==> src/rtl/fifo_uart_tx_pkg.sv <==
// Shared UART definitions: transmitter state encoding, parity modes and oversample rate.
package uart_pkg;

  typedef enum logic [2:0] {
    IDLE   = 3'd0,
    START  = 3'd1,
    DATA   = 3'd2,
    PARITY = 3'd3,
    STOP   = 3'd4
  } tx_state_e;

  localparam int unsigned PARITY_NONE = 0;
  localparam int unsigned PARITY_EVEN = 1;
  localparam int unsigned PARITY_ODD  = 2;

  localparam int unsigned OVERSAMPLE = 16;

endpackage

==> src/rtl/fifo_uart_tx_if.sv <==
// Read-side handshake of a first-word-fall-through FIFO.
interface fifo_uart_tx_if #(
  parameter int DataBits = 8
) ();
  logic                empty;
  logic [DataBits-1:0] rdata;
  logic                rd;

  modport master (input empty, input rdata, output rd);
  modport slave  (output empty, output rdata, input rd);
endinterface

==> src/rtl/uart_baud_gen.sv <==
// Oversample tick generator: one tick every dvsr_i+1 clocks, held cleared while clr_i is high.
module uart_baud_gen #(
  parameter int DvsrBits = 11
) (
  input  logic                clk_i,
  input  logic                rst_i,
  input  logic                clr_i,
  input  logic [DvsrBits-1:0] dvsr_i,
  output logic                tick_o
);

  logic [DvsrBits-1:0] cnt_q, cnt_d;

  always_comb begin
    cnt_d = cnt_q;
    if (clr_i || cnt_q == dvsr_i) cnt_d = '0;
    else                          cnt_d = cnt_q + DvsrBits'(1);
  end

  assign tick_o = !clr_i && (cnt_q == dvsr_i);

  always_ff @(posedge clk_i or posedge rst_i) begin
    if (rst_i) cnt_q <= '0;
    else       cnt_q <= cnt_d;
  end

endmodule

==> src/rtl/fifo_uart_tx.sv <==
// UART transmitter that pops words from a FWFT FIFO and serializes them
// as start, data (LSB first), optional parity and stop bits.
module fifo_uart_tx
  import uart_pkg::*;
#(
  parameter int DataBits   = 8,
  parameter int ParityMode = 0,
  parameter int StopBits   = 1,
  parameter int DvsrBits   = 11
) (
  input  logic                clk_i,
  input  logic                rst_i,
  input  logic [DvsrBits-1:0] dvsr_i,
  fifo_uart_tx_if.master      fifo,
  output logic                tx_o,
  output logic                busy_o,
  output logic                done_tick_o
);

  localparam logic [4:0] TickLastBit  = 5'(OVERSAMPLE - 1);
  localparam logic [4:0] TickLastStop = 5'(OVERSAMPLE * StopBits - 1);
  localparam logic [3:0] BitLast      = 4'(DataBits - 1);

  tx_state_e           state_q, state_d;
  logic [DataBits-1:0] shreg_q, shreg_d;
  logic [DataBits-1:0] word_q, word_d;
  logic [DvsrBits-1:0] dvsr_q, dvsr_d;
  logic [4:0]          tick_cnt_q, tick_cnt_d;
  logic [3:0]          bit_cnt_q, bit_cnt_d;
  logic                tx_q, tx_d;
  logic                tick, tick_last, baud_clr, pop, done, par_bit;

  assign baud_clr = (state_q == IDLE);

  uart_baud_gen #(.DvsrBits(DvsrBits)) u_baud (
    .clk_i  (clk_i),
    .rst_i  (rst_i),
    .clr_i  (baud_clr),
    .dvsr_i (dvsr_q),
    .tick_o (tick)
  );

  // Parity always comes from the word as popped, never from the shifted copy.
  assign par_bit = (^word_q) ^ (ParityMode == PARITY_ODD);

  always_comb begin
    state_d    = state_q;
    shreg_d    = shreg_q;
    word_d     = word_q;
    dvsr_d     = dvsr_q;
    tick_cnt_d = tick_cnt_q;
    bit_cnt_d  = bit_cnt_q;
    pop        = 1'b0;
    done       = 1'b0;
    tick_last  = (state_q == STOP) ? (tick_cnt_q == TickLastStop)
                                   : (tick_cnt_q == TickLastBit);

    if (state_q != IDLE && tick)
      tick_cnt_d = tick_last ? 5'd0 : tick_cnt_q + 5'd1;

    case (state_q)
      IDLE: begin
        tick_cnt_d = '0;
        bit_cnt_d  = '0;
        if (!fifo.empty) begin
          pop     = 1'b1;
          shreg_d = fifo.rdata;
          word_d  = fifo.rdata;
          dvsr_d  = dvsr_i;
          state_d = START;
        end
      end
      START: if (tick && tick_last) begin
        state_d   = DATA;
        bit_cnt_d = '0;
      end
      DATA: if (tick && tick_last) begin
        shreg_d   = shreg_q >> 1;
        bit_cnt_d = bit_cnt_q + 4'd1;
        if (bit_cnt_q == BitLast)
          state_d = (ParityMode != PARITY_NONE) ? PARITY : STOP;
      end
      PARITY: if (tick && tick_last) state_d = STOP;
      STOP: if (tick && tick_last) begin
        done    = 1'b1;
        state_d = IDLE;
      end
      default: state_d = IDLE;
    endcase

    // Line level follows the next state so tx_o falls the cycle after the pop.
    case (state_d)
      START:   tx_d = 1'b0;
      DATA:    tx_d = shreg_d[0];
      PARITY:  tx_d = par_bit;
      default: tx_d = 1'b1;
    endcase
  end

  always_ff @(posedge clk_i or posedge rst_i) begin
    if (rst_i) begin
      state_q    <= IDLE;
      shreg_q    <= '0;
      word_q     <= '0;
      dvsr_q     <= '0;
      tick_cnt_q <= '0;
      bit_cnt_q  <= '0;
      tx_q       <= 1'b1;
    end else begin
      state_q    <= state_d;
      shreg_q    <= shreg_d;
      word_q     <= word_d;
      dvsr_q     <= dvsr_d;
      tick_cnt_q <= tick_cnt_d;
      bit_cnt_q  <= bit_cnt_d;
      tx_q       <= tx_d;
    end
  end

  assign fifo.rd     = pop && !rst_i;
  assign tx_o        = tx_q;
  assign busy_o      = (state_q != IDLE);
  assign done_tick_o = done;

endmodule
==> src/flat_wrapper.sv <==
// flat-port wrapper written by rule: the top's interface ports become plain ports
module fifo_uart_tx_flat import uart_pkg::*;
#(
  parameter int DataBits   = 8,
  parameter int ParityMode = 0,
  parameter int StopBits   = 1,
  parameter int DvsrBits   = 11
)
  (clk_i, rst_i, dvsr_i, tx_o, busy_o, done_tick_o, fifo_empty, fifo_rdata, fifo_rd);
  fifo_uart_tx_if #(.DataBits(DataBits)) fifo_i ();
  input  logic clk_i;
  input  logic rst_i;
  input  logic [DvsrBits-1:0] dvsr_i;
  output logic tx_o;
  output logic busy_o;
  output logic done_tick_o;
  input wire logic [$bits(fifo_i.empty)-1:0] fifo_empty;
  input wire logic [$bits(fifo_i.rdata)-1:0] fifo_rdata;
  output wire logic [$bits(fifo_i.rd)-1:0] fifo_rd;
  assign fifo_i.empty = fifo_empty;
  assign fifo_i.rdata = fifo_rdata;
  assign fifo_rd = fifo_i.rd;
  fifo_uart_tx #(.DataBits(DataBits), .ParityMode(ParityMode), .StopBits(StopBits), .DvsrBits(DvsrBits)) u_core (.clk_i(clk_i), .rst_i(rst_i), .dvsr_i(dvsr_i), .fifo(fifo_i), .tx_o(tx_o), .busy_o(busy_o), .done_tick_o(done_tick_o));
endmodule
==> config.mk <==
export PLATFORM = sky130hd
export DESIGN_NAME = fifo_uart_tx_flat
export DESIGN_NICKNAME = d
export VERILOG_FILES = /design/src/rtl/fifo_uart_tx_pkg.sv /design/src/rtl/fifo_uart_tx_if.sv /design/src/rtl/uart_baud_gen.sv /design/src/rtl/fifo_uart_tx.sv /design/src/flat_wrapper.sv
export SDC_FILE = /design/constraint.sdc
export NUM_CORES = 1
export LEC_CHECK = 0
export ABC_AREA = 1
export CAP_MARGIN = 20
export CELL_PAD_IN_SITES_DETAIL_PLACEMENT = 0
export CELL_PAD_IN_SITES_GLOBAL_PLACEMENT = 1
export CORE_MARGIN = 4
export CORE_UTILIZATION = 45
export DETAILED_ROUTE_END_ITERATION = 8
export GPL_TIMING_DRIVEN = 0
export PLACE_DENSITY_LB_ADDON = 0.1
export RECOVER_POWER = 50
export SKIP_CTS_REPAIR_TIMING = 1
export SLEW_MARGIN = 20
export SYNTH_ARGS = -nofsm -noshare
export SYNTH_HDL_FRONTEND = slang
export SYNTH_SLANG_ARGS = --single-unit
==> constraint.sdc <==
create_clock -name clk_i -period 4.1 [get_ports clk_i]
set_input_delay 0.82 -clock clk_i [delete_from_list [all_inputs] [get_ports clk_i]]
set_output_delay 0.82 -clock clk_i [all_outputs]
set_load 0.03 [all_outputs]
Word-level counts from Yosys, hierarchy flattened

Index checks and enable logic that the tools add are counted.
Widths: inputs -> output; s select.

Logic and storage cells: 64
Output and inout port bits: 4
Input bits: 22
Flip-flop bits (word level): 51

Reduce and logical (&&, ||, !) cells: 16
Add/subtract/negate cells: 3
Multiplexer cells: 22
Equality and inequality tests: 13
Bitwise logic cells: 1

Operator list:

| kind                  | count |
|---|---|
| $mux 3                | 6 |
| $mux 8                | 2 |
| $pmux 8 s2            | 1 |
| $mux 5                | 3 |
| $pmux 3 s5            | 1 |
| $eq 3x2->1 const B    | 4 |
| $pmux 4 s3            | 1 |
| $add 11x1->11 const B | 1 |
| $eq 11x11->1          | 1 |
| $mux 11               | 1 |
| $mux 4                | 2 |
| $reduce_xor 8->1      | 1 |
| $eq 3x1->1 const B    | 2 |
| $reduce_and 3->1      | 2 |
| $reduce_bool 3->1     | 2 |
| $add 5x1->5 const B   | 1 |
| $eq 5x4->1 const B    | 1 |
| $add 4x1->4 const B   | 1 |
| $eq 4x3->1 const B    | 1 |
| $logic_and 1x1->1     | 4 |
| $mux 1                | 4 |
| $ne 2x1->1 const B    | 2 |
| $reduce_bool 2->1     | 2 |
| $eq 3x3->1 const B    | 1 |
| 7 further kinds       | 8 |

Logic depth before layout (Yosys ltp)

Gate-level depths: netlist of the first run.

Depth in word-level cells: 8
Mapped depth: 14
Mapped depth without buffers: 14

Hierarchy

A second synthesis of the first run with hierarchy kept.

Cells, all modules: 348
Area, all modules: 2777.7 sq um

By module, submodules not included:

| module        | times used | cells each | area an instance (sq um) | sequential area each (sq um) |
|---|---|---|---|---|
| fifo_uart_tx  | 1          | 257        | 2100.8                   | 1002.2 |
| uart_baud_gen | 1          | 91         | 676.9                    | 275.3 |

Worst setup path before layout of the first run

No wires, ideal clock.

Path type: register to output
Start point: register u_core.state_q[0]
End point: output port fifo_rd
Stages on the path, launching flop included: 7
Path slack: 1.562 ns
Data arrival time: 1.718 ns
Path buffers: 1
Data required time: 3.280 ns
Cell sequence: dfrtp_1 nor2_1 nand2_2 nor2_4 inv_2 clkbuf_1 nor2_1

Word-level cells in the longest chain between the ends: 3

Ends and longest elaborated chain:

| item                     | RTL line            | RTL |
|---|---|---|
| start: declaration       | fifo_uart_tx.sv:24  | `tx_state_e state_q, state_d;` |
| start signal: assignment | fifo_uart_tx.sv:110 | `state_q <= state_d;` |
| $logic_not 3->1          | fifo_uart_tx.sv:61  | `case (state_q)` |
| $mux 1                   | fifo_uart_tx.sv:61  |  |
| $logic_and 1x1->1        | fifo_uart_tx.sv:120 | `assign fifo.rd = pop && !rst_i;` |
| end: declaration         | flat_wrapper.sv:19  | `output wire logic [$bits(fifo_i.rd)-1:0] fifo_rd;` |

Every way passes these cells.

Worst setup path after layout of the first run

Start point: input port fifo_empty
End point: output port fifo_rd

Word-level cells in the longest chain between the ends: 3

Ends and longest elaborated chain:

| item               | RTL line            | RTL |
|---|---|---|
| start: declaration | flat_wrapper.sv:17  | `input wire logic [$bits(fifo_i.empty)-1:0] fifo_empty;` |
| $mux 1             | fifo_uart_tx.sv:65  | `if (!fifo.empty) begin` |
| $mux 1             | fifo_uart_tx.sv:61  |  |
| $logic_and 1x1->1  | fifo_uart_tx.sv:120 |  |

Every way passes these cells.

==> impl_metrics.csv, run 1 <==
group,metric,value,unit
global_routing,grt_max_degree,52,
clock_tree,cts_tree,"built",
global_routing,grt_usage,16.3,%
run_status,violations,"max-capacitance violations, max-slew violations",
timing,hold_viol,0,
synth,yosysWarnings,0,
critical_path,critPathKind,"in2out",
cells_and_area,final_util,54.1,%
routing,routedWlPerCell,12.0,µm
cells_and_area,fin_nets,380,
global_routing,grt_pass1_vias,2083,
floorplan,std_cell_rows,27,
cells_and_area,area_delta_synth_final,16.2,%
cells_and_area,drive_above_1_share,7.30,%
min_path,whs_path_depth,2,
clock_tree,cts_sinks,51,
timing,timing.final.crit_period,3.59,ns
critical_path,startpoint_type,"input pin",
place,port_buffers,25,
critical_path,r2r_cells,7,
synth,synthXorXnorAreaFrac,5.46,%
global_routing,grt-ovfl-total,0,
routing,met2WireLength,2.29,mm
cells_and_area,diodes,0,
clock_tree,cts_inserted_buffers,5,
synth,synth_area_per_cell,7.94,µm²
routing,vias,2022,
routing,wl_met3,135,µm
floorplan,start_util,46.6,%
run,maxCapViolations,1,
timing,final.setup_skew,0.0103,ns
timing,rsz0062_at_grt,"false",
timing,setup_tns,0,ns
power,power_density,465,nW/µm²
timing,period_share,87.7,%
power,vdd_ir_drop_max,0.248,mV
routing,drt-met1-wl,2.67,mm
routing,first_iter_violations,97,
synth,netlist_area,2560,µm²
critical_path,r2r_end,"u_core.u_baud.cnt_q[4]$_DFF_PP0_",
synth,synth_seq_cells,51,
clock_tree,path_clk_slew,0.08,ns
place,dp_hpwl,3.79,mm
synth,ys_types,30,
routing,drt_wl_total,5.14,mm
critical_path,timing.rr.start,"u_core.state_q[2]$_DFF_PP0_",
cells_and_area,fin_area,2980,µm²
floorplan,core_area,5510,µm²
critical_path,reg2reg_slack,2.04,ns
critical_path,cp-end-kind,"primary output",
critical_path,crit_arrival,2.77,ns
floorplan,die_width,83.5,µm
cells_and_area,fin_cells,428,
critical_path,cp.required,3.28,ns
clock_tree,clockBufferDepth,2,
synth,yosys.area_share.simple,31.2,%
timing,maxSlewViolCount,52,
synth,synth_top_family_by_area,"simple AND/OR/NAND/NOR gates",
clock_tree,insertion_delay,0.30,ns
synth,synth_nets,348,
min_path,hold_start,"u_core.shreg_q[7]$_DFFE_PP0P_",
timing,tightest_slew,2.28,ns
min_path,min_path_type,"reg2reg",
routing,ant_nets,0,
run_status,run_status,"complete, but fails checks",
clock_tree,clock-root-buffer,"clkbuf_8",
routing,dr.pass1.iters,4,
routing,top_layer,"met4",
synth,synth-adder-area-share,1.46,%
synth,ys_seq_area_share,49.8,%
synth,netlist_instances,323,
floorplan,io_pins,26,
place,place_inst,420,
synth,synth_compound_area_share,6.73,%
floorplan,dieHeight,83.5,µm
timing,max_clock_freq,0.278,GHz
routing,vias_per_cell,4.72,
power,p_leak,1.46,nW
routing,drc,0,
min_path,worstHoldEndpoint,"u_core.shreg_q[7]$_DFFE_PP0P_",
global_routing,antenna_found_initial,0,
place,dpl_cell_area,2910,µm²
critical_path,crit_path_max_fanout,10,
clock_tree,htreeDepth,2,
place,place_congestion,0.753,
timing,setup_viol_count_final,0,
synth,synth.area.mux_share,0,%
floorplan,die_area,6970,µm²
global_routing,grt_pass1_wl,9.33,mm
timing,slew_headroom,-52.6,%
## worst max-delay path by stage
stage / start / end / slack (ns) / cells after the start
2_1_floorplan: u_core.state_q[0]$_DFF_PP0_ / fifo_rd / 1.56 / 6
3_3_place_gp: fifo_empty / fifo_rd / 0.46 / 6
3_5_place_dp: fifo_empty / fifo_rd / 0.47 / 6
4_1_cts: fifo_empty / fifo_rd / 0.46 / 6
5_1_grt: fifo_empty / fifo_rd / 0.35 / 6
6_report: fifo_empty / fifo_rd / 0.51 / 6
## cells in the final DEF, fill, tap and decap left out, types with 2 or more instances in the layout
cell type / count
nand2_1: 124
clkinv_2: 2
nand3_2: 2
inv_2: 5
nor3_1: 7
or2_2: 2
dfrtp_1: 50
nor2_1: 26
inv_1: 26
a21oi_1: 8
o21ai_0: 15
a21oi_2: 2
nand3_1: 16
o21ai_1: 2
nor2_2: 2
clkbuf_8: 5
clkbuf_1: 5
ha_1: 3
o31ai_1: 2
xor2_1: 3
xnor2_1: 13
clkdlybuf4s50_1: 24
## critical path: stages
cell             delay, ns
clkdlybuf4s50_1       0.47
nor2_4                0.25
inv_2                 0.11
clkbuf_1              0.28
nor2_1                0.16
clkdlybuf4s50_1       0.68
## stage by stage
step / setup WS [ns] / hold slack [ns] / total power [W]
6_report: 0.505 / 0.477 / 0.00138
5_1_grt: 0.352 / 0.509 / 0.00150
4_1_cts: 0.456 / 0.482 / 0.00141
3_5_place_dp: 0.475 / 0.459 / 0.00112
3_3_place_gp: 0.461 / 0.461 / 0.00111
2_1_floorplan: 1.56 / 0.442 / 0.00101
## flip-flops by register name, indices dropped and copies added, names as in the netlist
name / cells
u_core.dvsr_q: 11
u_core.shreg_q: 8
u_core.state_q: 3
u_core.tx_o: 1
u_core.tick_cnt_q: 5
u_core.word_q: 8
u_core.u_baud.cnt_q: 11
u_core.bit_cnt_q: 4
## Yosys cell counts (all sizes together)
cell type	count	share of area, %
or2	2	0.49
dfrtp	50	49
and3	1	0.24
o21a	1	0.29
inv	32	4.7
clkinv	1	0.19
nor3	7	1.4
nand3	18	3.9
o31ai	2	0.59
ha	3	1.5
clkbuf	3	0.44
a21oi	10	2.2
nand4	2	1.1
nor2	29	5.0
o21ai	17	3.3
dfstp	1	1.0
a21boi	1	0.29
nand2	126	19
xnor2	13	4.4
xor2	3	1.0
nor3b	1	0.29
## cell families (layout without fill, tap and decap cells)
logic type      count (synthesis)  after routing
flops                          51             51
xor+xnor                       16             16
fa+ha+maj                       3              3
simple gates                  186            186
compound gates                 31             31
buf+inv                        36             69
## layer usage
metal | GRT usage (%) | vias to the layer above
li1 | - | 1076
met1 | 23.1 | 914
met2 | 26.0 | 27
met3 | 3.26 | 5
met4 | 3.51 | 0
met5 | 0 | -
## final cells by class
class | instances | area (µm²)
timing repair buffer | 25 | 250
clock buffer | 7 | 76.3
buffer | 3 | 11.3
tap | 72 | 90.1
clock inverter | 1 | 5.00
fill | 536 | 2530
multi-input combinational | 236 | 1140
sequential | 51 | 1280
inverter | 33 | 126
## report_power, final
group	total (W)	switching [W]	internal, W
Clock	0.000280	0.000160	0.000120
Sequential	0.000702	0.0000857	0.000617
Combinational	0.000402	0.000219	0.000183
Note: power is estimated with default switching activity, not from simulation.
==> run 2, diff against run 1 <==
--- a/config.mk
+++ b/config.mk
@@ -11,6 +11,7 @@
 export CELL_PAD_IN_SITES_GLOBAL_PLACEMENT = 1
 export CORE_MARGIN = 4
 export CORE_UTILIZATION = 45
+export CTS_BUF_LIST = sky130_fd_sc_hd__clkbuf_16
 export DETAILED_ROUTE_END_ITERATION = 8
 export GPL_TIMING_DRIVEN = 0
 export PLACE_DENSITY_LB_ADDON = 0.1
==> run 2 against run 1 <==
  * Via count about the same
  * Power increased by 8.2%
  * Highest routed layer unchanged
  * Largest power group unchanged
  * Clock power increased by 40%
  * Final cell count unchanged
  * Maximum frequency increased by 0.25%
  * The flow still finishes with violations (max-capacitance violations, max-slew violations)
  * First-iteration DRC count decreased by 18%
  * Clock skew decreased by 0.0074 ns
  * Sequential cell count unchanged
==> impl_metrics.csv, run 2 (synthesis results as in run 1) <==
group,metric,value,unit
routing,drc,0,
timing,rsz0062_at_grt,"false",
power,seq_power_share,47.0,%
critical_path,crit_path_max_fanout,10,
clock_tree,htreeDepth,2,
critical_path,startpoint_type,"input pin",
power,switching_power,0.000476,W
routing,drt_wl_total,5.14,mm
timing,setup_viol_count_final,0,
timing,slew_headroom,-53.0,%
clock_tree,cts_tree,"built",
run_status,run_status,"complete, but fails checks",
power,p_comb_share,26.8,%
cells_and_area,drive_above_1_share,7.30,%
global_routing,grt_pass1_wl,9.36,mm
clock_tree,path_clk_slew,0.06,ns
min_path,hold_start,"u_core.shreg_q[7]$_DFFE_PP0P_",
run,maxCapViolations,1,
floorplan,dieHeight,83.5,µm
run_status,violations,"max-capacitance violations, max-slew violations",
floorplan,die_width,83.5,µm
floorplan,start_util,46.6,%
cells_and_area,fillers,530,
power,clockPowerShare,26.2,%
clock_tree,clock-root-buffer,"clkbuf_16",
global_routing,grt_max_degree,52,
routing,ant_nets,0,
critical_path,r2r_end,"u_core.u_baud.cnt_q[4]$_DFF_PP0_",
min_path,worstHoldEndpoint,"u_core.shreg_q[7]$_DFFE_PP0P_",
timing,holdWs,0.472,ns
global_routing,grt_pass1_vias,2100,
clock_tree,clockBufferDepth,2,
power,swShare,31.8,%
place,place_congestion,0.753,
clock_tree,cts_inserted_buffers,5,
routing,first_iter_violations,80,
timing,timing.final.crit_period,3.59,ns
power,p_int,0.00102,W
routing,vias_per_cell,4.72,
place,dp_hpwl,3.79,mm
global_routing,grt_usage,16.3,%
critical_path,timing.rr.start,"u_core.state_q[2]$_DFF_PP0_",
place,port_buffers,25,
critical_path,crit_arrival,2.77,ns
routing,routedWlPerCell,12.0,µm
floorplan,std_cell_rows,27,
power,vdd_ir_drop_max,0.245,mV
floorplan,die_area,6970,µm²
global_routing,grt-ovfl-total,0,
clock_tree,cts_sinks,51,
floorplan,io_pins,26,
global_routing,antenna_found_initial,0,
timing,maxSlewViolCount,52,
critical_path,cp.required,3.28,ns
power,p_leak,1.49,nW
critical_path,reg2reg_slack,2.07,ns
min_path,min_path_type,"reg2reg",
clock_tree,insertion_delay,0.28,ns
power,power_density,493,nW/µm²
cells_and_area,area_delta_synth_final,18.4,%
routing,dr.pass1.iters,4,
timing,period_share,87.5,%
timing,setup_tns,0,ns
cells_and_area,final_util,55.1,%
timing,hold_viol,0,
cells_and_area,layout_commonest_cell,"nand2_1",
cells_and_area,final_cell_mix,"nand2_1 (124), dfrtp_1 (50), inv_1 (28), nor2_1 (26), clkdlybuf4s50_1 (24)",
cells_and_area,diodes,0,
critical_path,cp-end-kind,"primary output",
timing,tightest_slew,2.28,ns
critical_path,critPathKind,"in2out",
routing,vias,2020,
timing,max_clock_freq,0.279,GHz
timing,final.setup_skew,0.00287,ns
cells_and_area,fin_nets,380,
min_path,whs_path_depth,2,
floorplan,core_area,5510,µm²
critical_path,r2r_cells,7,
cells_and_area,reg_top3,"u_core.dvsr_q x11, u_core.u_baud.cnt_q x11",
## run 2: changes by cell type in the layout (fill, tap and decap cells not counted)
cell,delta
clkbuf_16,+5
clkbuf_8,-5
clkbuf_1,-2
inv_1,+2
## run 2: power groups by stage
stage | sequential (W) | combinational, W | clock [W]
6_report | 0.000704 | 0.000402 | 0.000392
5_1_grt | 0.000720 | 0.000471 | 0.000426
4_1_cts | 0.000703 | 0.000411 | 0.000405
3_5_place_dp | 0.000712 | 0.000408 | 0
3_3_place_gp | 0.000710 | 0.000398 | 0
2_1_floorplan | 0.000696 | 0.000319 | 0
## run 2: worst max-delay path, cell delays in order
cell and delay (ns):
clkdlybuf4s50_1 0.47, nor2_4 0.24, inv_2 0.11, clkbuf_1 0.27
nor2_1 0.16, clkdlybuf4s50_1 0.68
## run 2: worst max-delay path by stage
stage                           startpoint  endpoint  slack, ns  depth (start not counted)
2_1_floorplan  u_core.state_q[0]$_DFF_PP0_   fifo_rd       1.56                          6
3_3_place_gp                    fifo_empty   fifo_rd       0.46                          6
3_5_place_dp                    fifo_empty   fifo_rd       0.47                          6
4_1_cts                         fifo_empty   fifo_rd       0.46                          6
5_1_grt                         fifo_empty   fifo_rd       0.35                          6
6_report                        fifo_empty   fifo_rd       0.51                          6
## run 2: cell type report
class	count	area, µm²	share of cell area [%]
clock buffers	5	125	4.12
repair buffers	25	250	8.24
flip-flops and latches	51	1280	42.1
plain buffers	3	11.3	0.371
well taps	72	90.1	2.97
clock inverters	3	12.5	0.412
inverters	33	126	4.16
multi-input cells	236	1140	37.7
## run 2: per-layer routing
metal / vias to the layer above / GRT usage (%) / wire [µm]
li1: 1077 / - / -
met1: 921 / 23.1 / 2720
met2: 20 / 26.1 / 2290
met3: 2 / 2.96 / 102
met4: 0 / 3.51 / 29
met5: - / 0 / 0
## run 2: metrics by stage
step / cell area [µm²] / std cells / total power, W / worst slack, ns
after global routing: 3040 / 428 / 0.00162 / 0.352
after detailed placement: 2910 / 420 / 0.00112 / 0.475
final: 3040 / 428 / 0.00150 / 0.514
after CTS: 3050 / 428 / 0.00152 / 0.456
after global placement: 2910 / 420 / 0.00111 / 0.461
after floorplan: 2560 / 323 / 0.00101 / 1.56
==> run 3, diff against run 2 <==
--- a/config.mk
+++ b/config.mk
@@ -9,7 +9,7 @@
 export CAP_MARGIN = 20
 export CELL_PAD_IN_SITES_DETAIL_PLACEMENT = 0
 export CELL_PAD_IN_SITES_GLOBAL_PLACEMENT = 1
-export CORE_MARGIN = 4
+export CORE_MARGIN = 1
 export CORE_UTILIZATION = 45
 export CTS_BUF_LIST = sky130_fd_sc_hd__clkbuf_16
 export DETAILED_ROUTE_END_ITERATION = 8
==> run 3 against run 2 <==
  * The run still ends with max-capacitance violations, max-slew violations left
  * Maximum frequency shrank 0.72%
  * Largest cell class unchanged
  * Die area fell by 14%
  * Clock skew up 0.0032 ns
==> impl_metrics.csv, run 3 (synthesis results as in run 1) <==
group,metric,value,unit
cells_and_area,layout_commonest_cell,"nand2_1",
clock_tree,clockBufferDepth,2,
clock_tree,path_clk_slew,0.07,ns
clock_tree,htreeDepth,2,
cells_and_area,fin_cells,429,
timing,setup_viol_count_final,0,
cells_and_area,final_cell_mix,"nand2_1 (124), dfrtp_1 (50), inv_1 (27), nor2_1 (26), clkdlybuf4s50_1 (24)",
timing,hold_viol,0,
clock_tree,insertion_delay,0.29,ns
min_path,min_path_type,"reg2reg",
place,dp_hpwl,3.70,mm
routing,vias_per_cell,4.78,
clock_tree,cts_tree,"built",
place,port_buffers,25,
clock_tree,cts_sinks,51,
timing,tightest_slew,1.70,ns
floorplan,dieHeight,77.5,µm
timing,timing.final.crit_period,3.61,ns
critical_path,startpoint_type,"input pin",
routing,vias,2052,
routing,drt_wl_total,5.03,mm
global_routing,grt-ovfl-total,0,
clock_tree,cts_inserted_buffers,5,
run_status,run_status,"complete, but fails checks",
critical_path,r2r_cells,7,
power,vdd_ir_drop_max,0.210,mV
floorplan,die_width,77.5,µm
floorplan,io_pins,26,
timing,setup_tns,0,ns
global_routing,grt_usage,19.4,%
critical_path,timing.rr.start,"u_core.state_q[2]$_DFF_PP0_",
clock_tree,clock-root-buffer,"clkbuf_16",
timing,period_share,88.1,%
place,place_inst,421,
critical_path,crit_arrival,2.79,ns
timing,rsz0062_at_grt,"false",
place,place_congestion,0.777,
run,maxCapViolations,1,
cells_and_area,diodes,0,
cells_and_area,area_delta_synth_final,19.7,%
power,power_density,512,nW/µm²
critical_path,cp-end-kind,"primary output",
power,p_leak,1.51,nW
timing,slew_headroom,-13.1,%
floorplan,start_util,46.6,%
routing,dr.pass1.iters,4,
cells_and_area,fin_nets,381,
min_path,worstHoldEndpoint,"u_core.shreg_q[7]$_DFFE_PP0P_",
min_path,hold_start,"u_core.shreg_q[7]$_DFFE_PP0P_",
floorplan,std_cell_rows,27,
cells_and_area,fillers,519,
critical_path,critPathKind,"in2out",
timing,final.setup_skew,0.00609,ns
cells_and_area,reg_top3,"u_core.dvsr_q x11, u_core.u_baud.cnt_q x11",
global_routing,grt_pass1_wl,9.09,mm
cells_and_area,drive_above_1_share,7.56,%
critical_path,r2r_end,"u_core.u_baud.cnt_q[4]$_DFF_PP0_",
timing,maxSlewViolCount,33,
global_routing,antenna_found_initial,0,
routing,ant_nets,0,
critical_path,crit_path_max_fanout,10,
critical_path,cp.required,3.28,ns
timing,max_clock_freq,0.277,GHz
global_routing,grt_max_degree,33,
critical_path,reg2reg_slack,2.06,ns
floorplan,die_area,6010,µm²
global_routing,grt_pass1_vias,1992,
floorplan,core_area,5510,µm²
run_status,violations,"max-capacitance violations, max-slew violations",
routing,drc,0,
routing,first_iter_violations,108,
timing,holdWs,0.479,ns
routing,routedWlPerCell,11.7,µm
min_path,whs_path_depth,2,
run 3: cell types whose count changed in the layout (fill, tap and decap cells not counted):
| cell | previous run | this run |
|---|---|---|
| inv_1 | 28 | 27 |
| clkinv_4 | 0 | 1 |
| clkbuf_1 | 3 | 4 |
| bufinv_16 | 0 | 1 |
| clkinvlp_2 | 1 | 0 |
run 3: worst max-delay path by stage:
stage          cells after the start                        start                               end
6_report                           6                   fifo_empty                           fifo_rd
5_1_grt                            3                        rst_i  u_core.u_baud.cnt_q[4]$_DFF_PP0_
4_1_cts                            6                   fifo_empty                           fifo_rd
3_5_place_dp                       6                   fifo_empty                           fifo_rd
3_3_place_gp                       6                   fifo_empty                           fifo_rd
2_1_floorplan                      6  u_core.state_q[0]$_DFF_PP0_                           fifo_rd
run 3: report_power, final:
group	switching, W	total (W)	internal [W]
registers	0.0000849	0.000702	0.000617
clock network	0.000184	0.000472	0.000288
logic	0.000215	0.000398	0.000183
run 3: layer usage:
layer	track usage, %	up-vias	routed length, µm
li1	-	1078	-
met2	31.2	26	2230
met3	3.53	7	127
met1	26.4	941	2600
met4	6.23	0	70
met5	0	-	0
run 3: stage by stage:
stage | setup WS (ns) | total power, W | util [%] | instance area [µm²]
6_report | 0.488 | 0.00157 | 55.8 | 3070
5_1_grt | 0.370 | 0.00169 | 55.8 | 3070
4_1_cts | 0.452 | 0.00160 | 56.2 | 3090
3_5_place_dp | 0.471 | 0.00112 | 53.1 | 2930
3_3_place_gp | 0.458 | 0.00111 | 52.8 | 2910
2_1_floorplan | 1.56 | 0.00101 | - | 2560
run 3: area by class of cell:
class                   instances  area, µm²  share of cell area [%]
plain buffers                   3       11.3                   0.367
clock inverters                 3       43.8                    1.43
flip-flops and latches         51       1280                    41.6
clock buffers                   5        125                    4.07
well taps                      72       90.1                    2.93
multi-input cells             236       1140                    37.2
repair buffers                 26        254                    8.27
inverters                      33        125                    4.07
run 3: critical path, cell delays in order:
cell,delay (ns)
clkdlybuf4s50_1,0.48
nor2_4,0.25
inv_2,0.11
clkbuf_1,0.28
nor2_1,0.16
clkdlybuf4s50_1,0.68
